### src/rtl/pipelined_ling_addsub.sv
`default_nettype none
// pipelined_ling_addsub: two-stage add/sub using Ling pseudo-carries in 4-bit sub-blocks,
// 8-bit group generate/propagate and lookahead across groups. Rev 1.0
module pipelined_ling_addsub #(
  parameter int WIDTH = 32
) (
  input  logic             clk,
  input  logic             rst_n,
  input  logic             in_valid,
  output logic             in_ready,
  input  logic [WIDTH-1:0] a,
  input  logic [WIDTH-1:0] b,
  input  logic             cin,
  input  logic             sub,
  input  logic             chain,
  output logic             out_valid,
  input  logic             out_ready,
  output logic [WIDTH-1:0] sum,
  output logic             cout,
  output logic             ovf
);
  localparam int NG = WIDTH / 8;

  // Carries into bits 0..3 of a sub-block; h(i+1) = g(i) | t(i-1)&h(i), c(i) = t(i-1)&h(i)
  function automatic logic [3:0] ling_carries(input logic [2:0] g, input logic [2:0] t,
                                              input logic cb);
    logic h1, h2, h3;
    h1 = g[0] | cb;
    h2 = g[1] | g[0] | (t[0] & cb);
    h3 = g[2] | g[1] | (t[1] & g[0]) | (t[1] & t[0] & cb);
    return {t[2] & h3, t[1] & h2, t[0] & h1, cb};
  endfunction

  function automatic logic ling_cout(input logic [3:0] g, input logic [3:0] t, input logic cb);
    logic h4;
    h4 = g[3] | g[2] | (t[2] & g[1]) | (t[2] & t[1] & g[0]) | (t[2] & t[1] & t[0] & cb);
    return t[3] & h4;
  endfunction

  logic             s1_valid, s1_sub, s1_cin, s1_chain;
  logic [WIDTH-1:0] s1_a, s1_b;
  logic [NG-1:0]    s1_gg, s1_gp;
  logic             carry_reg;

  logic             s1_adv, accept;
  logic [WIDTH-1:0] b_eff, p1, p2, cbit, sum_c;
  logic [NG-1:0]    gg_c, gp_c;
  logic [NG:0]      eg, grp_c;
  logic             cin_eff, cout_c, ovf_c, c_acc, term, c_mid;

  assign s1_adv   = ~out_valid | out_ready;
  assign in_ready = ~s1_valid | s1_adv;
  assign accept   = in_valid & in_ready;
  assign b_eff    = sub ? ~b : b;
  assign p1       = a ^ b_eff;

  always_comb begin
    gg_c = '0;
    gp_c = '0;
    for (int k = 0; k < NG; k++) begin
      gp_c[k] = &p1[8*k +: 8];
      gg_c[k] = ling_cout(a[8*k+4 +: 4] & b_eff[8*k+4 +: 4], a[8*k+4 +: 4] | b_eff[8*k+4 +: 4], 1'b0)
              | (&p1[8*k+4 +: 4]
                 & ling_cout(a[8*k +: 4] & b_eff[8*k +: 4], a[8*k +: 4] | b_eff[8*k +: 4], 1'b0));
    end
  end

  assign cin_eff = s1_chain ? carry_reg : (s1_sub | s1_cin);
  assign eg      = {s1_gg, cin_eff};
  assign p2      = s1_a ^ s1_b;

  // Group carry k is the OR over every earlier generate gated by all propagates in between.
  always_comb begin
    grp_c = '0;
    cbit  = '0;
    c_acc = 1'b0;
    term  = 1'b0;
    c_mid = 1'b0;
    for (int k = 0; k <= NG; k++) begin
      c_acc = 1'b0;
      for (int j = 0; j <= k; j++) begin
        term = eg[j];
        for (int m = j + 1; m <= k; m++) term = term & s1_gp[m-1];
        c_acc = c_acc | term;
      end
      grp_c[k] = c_acc;
    end
    for (int k = 0; k < NG; k++) begin
      c_mid = ling_cout(s1_a[8*k +: 4] & s1_b[8*k +: 4], s1_a[8*k +: 4] | s1_b[8*k +: 4], grp_c[k]);
      cbit[8*k +: 4]   = ling_carries(s1_a[8*k +: 3] & s1_b[8*k +: 3],
                                      s1_a[8*k +: 3] | s1_b[8*k +: 3], grp_c[k]);
      cbit[8*k+4 +: 4] = ling_carries(s1_a[8*k+4 +: 3] & s1_b[8*k+4 +: 3],
                                      s1_a[8*k+4 +: 3] | s1_b[8*k+4 +: 3], c_mid);
    end
  end

  assign sum_c  = p2 ^ cbit;
  assign cout_c = grp_c[NG];
  assign ovf_c  = cbit[WIDTH-1] ^ cout_c;

  always_ff @(posedge clk) begin
    if (!rst_n) begin
      s1_valid  <= 1'b0;
      out_valid <= 1'b0;
      carry_reg <= 1'b0;
      sum       <= '0;
      cout      <= 1'b0;
      ovf       <= 1'b0;
    end else begin
      if (s1_adv) begin
        out_valid <= s1_valid;
        if (s1_valid) begin
          sum       <= sum_c;
          cout      <= cout_c;
          ovf       <= ovf_c;
          carry_reg <= cout_c;
        end
      end
      if (in_ready) s1_valid <= in_valid;
    end
  end

  always_ff @(posedge clk) begin
    if (accept) begin
      s1_a     <= a;
      s1_b     <= b_eff;
      s1_sub   <= sub;
      s1_cin   <= cin;
      s1_chain <= chain;
      s1_gg    <= gg_c;
      s1_gp    <= gp_c;
    end
  end
endmodule
`default_nettype wire

### config.mk
export PLATFORM = sky130hd
export DESIGN_NAME = pipelined_ling_addsub
export DESIGN_NICKNAME = d
export VERILOG_FILES = /design/src/rtl/pipelined_ling_addsub.sv
export SDC_FILE = /design/constraint.sdc
export NUM_CORES = 1
export LEC_CHECK = 0
export BUFFER_PORTS_ARGS = -buffer_cell sky130_fd_sc_hd__buf_2
export CAP_MARGIN = 10
export CORE_MARGIN = 2
export CORE_UTILIZATION = 43
export CTS_CLUSTER_SIZE = 12
export DETAILED_ROUTE_END_ITERATION = 8
export PLACE_DENSITY_LB_ADDON = 0.15
export SETUP_SLACK_MARGIN = 0.3
export SLEW_MARGIN = 20
export SYNTH_ARGS = -nofsm -noshare
export SYNTH_HDL_FRONTEND = slang
export SYNTH_SLANG_ARGS = --single-unit
### constraint.sdc
create_clock -name clk -period 6.5 [get_ports clk]
set_input_delay 0.65 -clock clk [delete_from_list [all_inputs] [get_ports clk]]
set_output_delay 0.65 -clock clk [all_outputs]
set_load 0.02 [all_outputs]
======== Yosys cells after proc, flatten, opt, wreduce, memory -nomap -nowiden ========
Cells that the tools add are included.
word-level totals
  register bits after elaboration ......... 111
  output and inout bits ................... 36
cells by class
  muxes and demuxes ....................... 2
  bitwise operators ....................... 279
  reductions and logical operators ........ 9
operator list
  cell               count
  $and A1 B1 Y1      127
  $or A1 B1 Y1       105
  $xor A32 B32 Y32   3
  $and A4 B4 Y4      12
  $or A4 B4 Y4       12
  $mux W32           1
  $not A32 Y32       1
  $reduce_and A8 Y1  4
  $and A3 B3 Y3      8
  $or A3 B3 Y3       8
  $reduce_and A4 Y1  4
  $not A1 Y1         2
  $reduce_and A2 Y1  1
  $mux W1            1
  $xor A1 B1 Y1      1

======== Logic depth before layout (Yosys ltp) ========
  depth after elaboration ................. 15
  gate-level depth with buffers ........... 11
  mapped depth without buffers ............ 11

======== Least setup slack after synthesis ========
OpenSTA, ideal clock, no wires.
  path kind ............................... input-to-reg
  start ................................... input port out_ready
  end ..................................... register s1_a[0], enable pin
  setup time .............................. 0.441 ns
  arrival ................................. 2.704 ns
  slack ................................... 3.354 ns
  stages on the path ...................... 3
  path buffers ............................ 0
  path through ............................ nor2b_1 -> nand2_1 -> and2_1
on the way
  word-level cells in the longest chain between the ends .. 3
ends and longest elaborated chain
  element               line  source
  from (decl)           17    input logic out_ready,
  $or A1 B1 Y1          51    assign s1_adv = ~out_valid | out_ready;
  $or A1 B1 Y1          52    assign in_ready = ~s1_valid | s1_adv;
  net in_ready          10    output logic in_ready,
  $and A1 B1 Y1         53    assign accept = in_valid & in_ready;
  net accept            45    logic s1_adv, accept;
  to (signal assigned)  125   s1_a <= a;
  to (decl)             41    logic [WIDTH-1:0] s1_a, s1_b;
The timed path passes the listed nets, and every way through them passes these cells.
A chain may end at the register's enable or synchronous reset.

======== Worst setup path after layout ========
  start ................................... register s1_cin
  end ..................................... register sum[28]
on the way
  word-level cells in the longest chain between the ends .. 12
ends and longest elaborated chain
  element                     line  source
  from (decl)                 40    logic s1_valid, s1_sub, s1_cin, s1_chain;
  from (signal assigned)      128   s1_cin <= cin;
  $or A1 B1 Y1                68    assign cin_eff = s1_chain ? carry_reg : (s1_sub | s1_cin);
  $mux W1                     68
  $and A1 B1 Y1 (3 in a row)  83    for (int m = j + 1; m <= k; m++) term = term & s1_gp[m-1];
  $or A1 B1 Y1 (3 in a row)   84    c_acc = c_acc | term;
  $and A1 B1 Y1               36    h4 = g[3] | g[2] | (t[2] & g[1]) | (t[2] & t[1] & g[0]) | (t[2] & t[1] & t[0] & cb);
  $or A1 B1 Y1                36
  $and A1 B1 Y1               37    return t[3] & h4;
  $xor A32 B32 Y32            97    assign sum_c = p2 ^ cbit;
  to (signal assigned)        113   sum <= sum_c;
  to (decl)                   18    output logic [WIDTH-1:0] sum,
Every way passes these cells.

==> results.yml <==
run_status:
  status: "finished clean"
routing:
  drc_errors: 0
  ant_nets: 0
  viasPerCell: 4.83
  drt_iter0_drc: 200
  first_pass_iters: 4
  wl_mm: 13.9
  vias: 4715
  wl_per_cell_um: 14.2
place:
  place_hpwl_mm: 10.6
  gp_congestion: 0.816
  numPortBuffers: 106
  dp_slack_ps: 3710
worst_setup_path:
  crit_chain: "or3_1, nand4_1, o21ai_1, a2111oi_0, or2_1, fa_1, a211oi_1"
  max_stage_delay_ps: 570
  cp_max_fo: 7
  crit_path_start_kind: "flip-flop"
  crit_path_end_kind: "flip-flop"
  cpMaxStageDelayCell: "or3_1"
  crit_type: "flip-flop to flip-flop"
  timing.rr.start: "s1_cin"
  critPathRequiredTime_ps: 6750
  cp_num_buf_inv: 0
  critPathArrivalTime_ps: 2710
  rr_endpoint: "sum[28]"
  r2r_setup_slack_ps: 4040
  rr_worst_depth: 7
  critical_path.top_delay_family: "simple AND/OR/NAND/NOR gates"
logic_synthesis:
  yosys_most_used_dff: "edfxtp_1"
  syn_area_um2: 6870
  synth_edf_count: 75
  yosys.cell_types.count: 51
  async_flop_share_pct: 0
  yosys-top-cells-area: "edfxtp_1 33%, ha_1 20%, dfxtp_1 10%"
  synthesis.instances: 654
  ys_warn_count: 0
  yosys.area.top_type: "edfxtp_1"
  synth_nets: 845
  ys_seq_elements: 111
  postSynthAreaPerCell_um2: 10.5
  seq_area_frac_synth_pct: 43.3
  synth.top_cell.area_share_pct: 32.8
min_path:
  min_to: "sum[1]"
  hold_path.class: "flip-flop to flip-flop"
  holdCritStartpoint: "sum[1]"
  hold_path_depth: 2
die:
  initial_core_util_pct: 43.6
  die_h_um: 130
  rows: 46
  dieArea_um2: 17000
  core_area_um2: 15800
  die_w_um: 130
  num_io_pins: 107
cells_and_area:
  drive_gt1_share_pct: 17.3
  synthToLayoutAreaGrowth_pct: 14.8
  antennaDiodeCount: 0
  reg_top3: "s1_a x32, s1_b x32, sum x32"
  final_nets: 947
timing:
  setup_tns_ps: 0
  fin_crit_ps: 2460
  drv_slew: 0
  hold_viol_final: 0
  skew_ps: 6.39
  slew_headroom_pct: 27.8
  finalWorstSetupSlack_ps: 4040
  worst_pin_slew_ps: 1080
  setup_viol: 0
  rsz0062_at_grt: "no"
  max_freq_mhz: 407
  post-route-period-util_pct: 37.8
cts:
  cts_hold_buf: 0
  cts_made_buffers: 9
  clk_pin_slew_ps: 70
  cts_setup_buffers: 0
  cts_sinks: 111
  clockBufferDepth: 2
  h-tree-depth: 3
  worstSkewPairLatency_ps: 350
  postCtsResizedCells: 0
  ctsRootBufferMaster: "clkbuf_16"
  cts_tree: "done"
pwr:
  power.density_nw_per_um2: 221
  vdd_drop_max_mv: 0.150
  leakage_uw: 0.00375
global_route:
  grt.met2_usage_pct: 30.8
  top_usage_layer: "met2"
  grt_pass1_vias: 4842
  antenna_found_initial: 0
  grt_pass1_wl_mm: 22.8
  grt_max_degree: 76
  grt-ovfl-total: 0
  grt_use_met3_pct: 2.65
  grt_util_all_layers_pct: 17.4
  grt_use_met1_pct: 21.3
run:
  cap_violations: 0
[cell usage after synthesis (all sizes together), types with 2 or more instances]
cell    number
inv        118
ha         112
edfxtp      75
nor2        53
xor2        38
dfxtp       36
a21oi       29
a211oi      20
nand2       20
nor3        20
xnor2       16
o21ai       14
nand4       10
nor2b        9
buf          8
clkbuf       8
fa           8
nand2b       5
nor4         5
and3         4
nand3        4
o32ai        4
or3          4
and2         3
mux2i        3
o21bai       3
o22ai        3
o31ai        3
a21o         2
a31oi        2
nand3b       2
o211ai       2
[cells in the final DEF (no fill, tap or decap), types with 3 or more instances in the layout]
master,count
xnor2_1,16
nand4_1,10
and3_1,4
nand2_1,20
edfxtp_1,75
nand3_1,4
dfxtp_1,36
o21ai_1,5
buf_2,106
inv_1,118
a21oi_1,28
clkbuf_16,9
o22ai_1,3
o32ai_1,4
nor2_1,53
fa_1,8
mux2i_1,3
nand2b_1,5
o31ai_1,3
xor2_1,38
ha_1,112
nor3_1,20
a211oi_1,18
o21ai_0,9
nor2b_1,8
or3_1,4
o21bai_1,3
clkinv_2,3
nor4_1,3
[metal layers]
metal | share of wire, % | vias to the layer above
li1 | - | 2396
met4 | 2.2 | 0
met3 | 3.7 | 19
met5 | 0 | -
met2 | 49 | 89
met1 | 45 | 2211
[worst reg2reg max path, cell delays in order, from the launching register on]
cell,delay (ps)
edfxtp_1,360
or3_1,570
nand4_1,150
o21ai_1,120
a2111oi_0,370
or2_1,170
fa_1,410
a211oi_1,220
[cell type report]
| class | count | area (um2) |
|---|---|---|
| clock buffers | 12 | 246 |
| fillers | 1486 | 7890 |
| repair buffers | 107 | 538 |
| inverters | 118 | 443 |
| clock inverters | 4 | 22.5 |
| well taps | 216 | 270 |
| flip-flops and latches | 111 | 2970 |
| multi-input cells | 409 | 3390 |
[stage by stage]
step | power, uW | hold slack [ps] | area, um2 | cells | utilization [%]
after floorplan | 1120 | 496 | 6870 | 654 | -
after global placement | 1230 | 441 | 7620 | 961 | 48.3
after detailed placement | 1240 | 453 | 7620 | 961 | 48.3
after CTS | 1770 | 462 | 7890 | 977 | 50.0
after global routing | 1840 | 465 | 7890 | 977 | 50.0
final | 1740 | 457 | 7890 | 977 | 50.0
[where the power goes]
part	total (uW)	switching [uW]	internal (uW)	leakage, uW
logic	378	222	156	0.00259
clock network	520	250	269	0.000132
registers	846	29.7	816	0.00103
total	1740	502	1240	0.00375
[worst max-delay path by stage]
stage | startpoint | endpoint | slack, ps | depth (start not counted)
floorplan | out_ready | s1_a[0] | 3350 | 3
global placement | sub | s1_gg[3] | 3880 | 9
detailed placement | sub | s1_gg[1] | 3710 | 6
CTS | s1_cin | sum[28] | 4000 | 7
global route | s1_gg[0] | sum[28] | 3740 | 7
finish | s1_cin | sum[28] | 4040 | 7
[logic make-up (layout without fill, tap and decap cells)]
| family | count (synthesis) | after routing | synth area share (%) |
|---|---|---|---|
| simple gates | 143 | 143 | 10.3 |
| fa+ha+maj | 120 | 120 | 22.7 |
| mux | 3 | 3 | 0.437 |
| flops | 111 | 111 | 43.3 |
| xor+xnor | 54 | 54 | 6.88 |
| compound gates | 89 | 89 | 8.89 |
| buf+inv | 134 | 241 | 7.50 |
No activity file was read; power rests on OpenSTA's default activity.
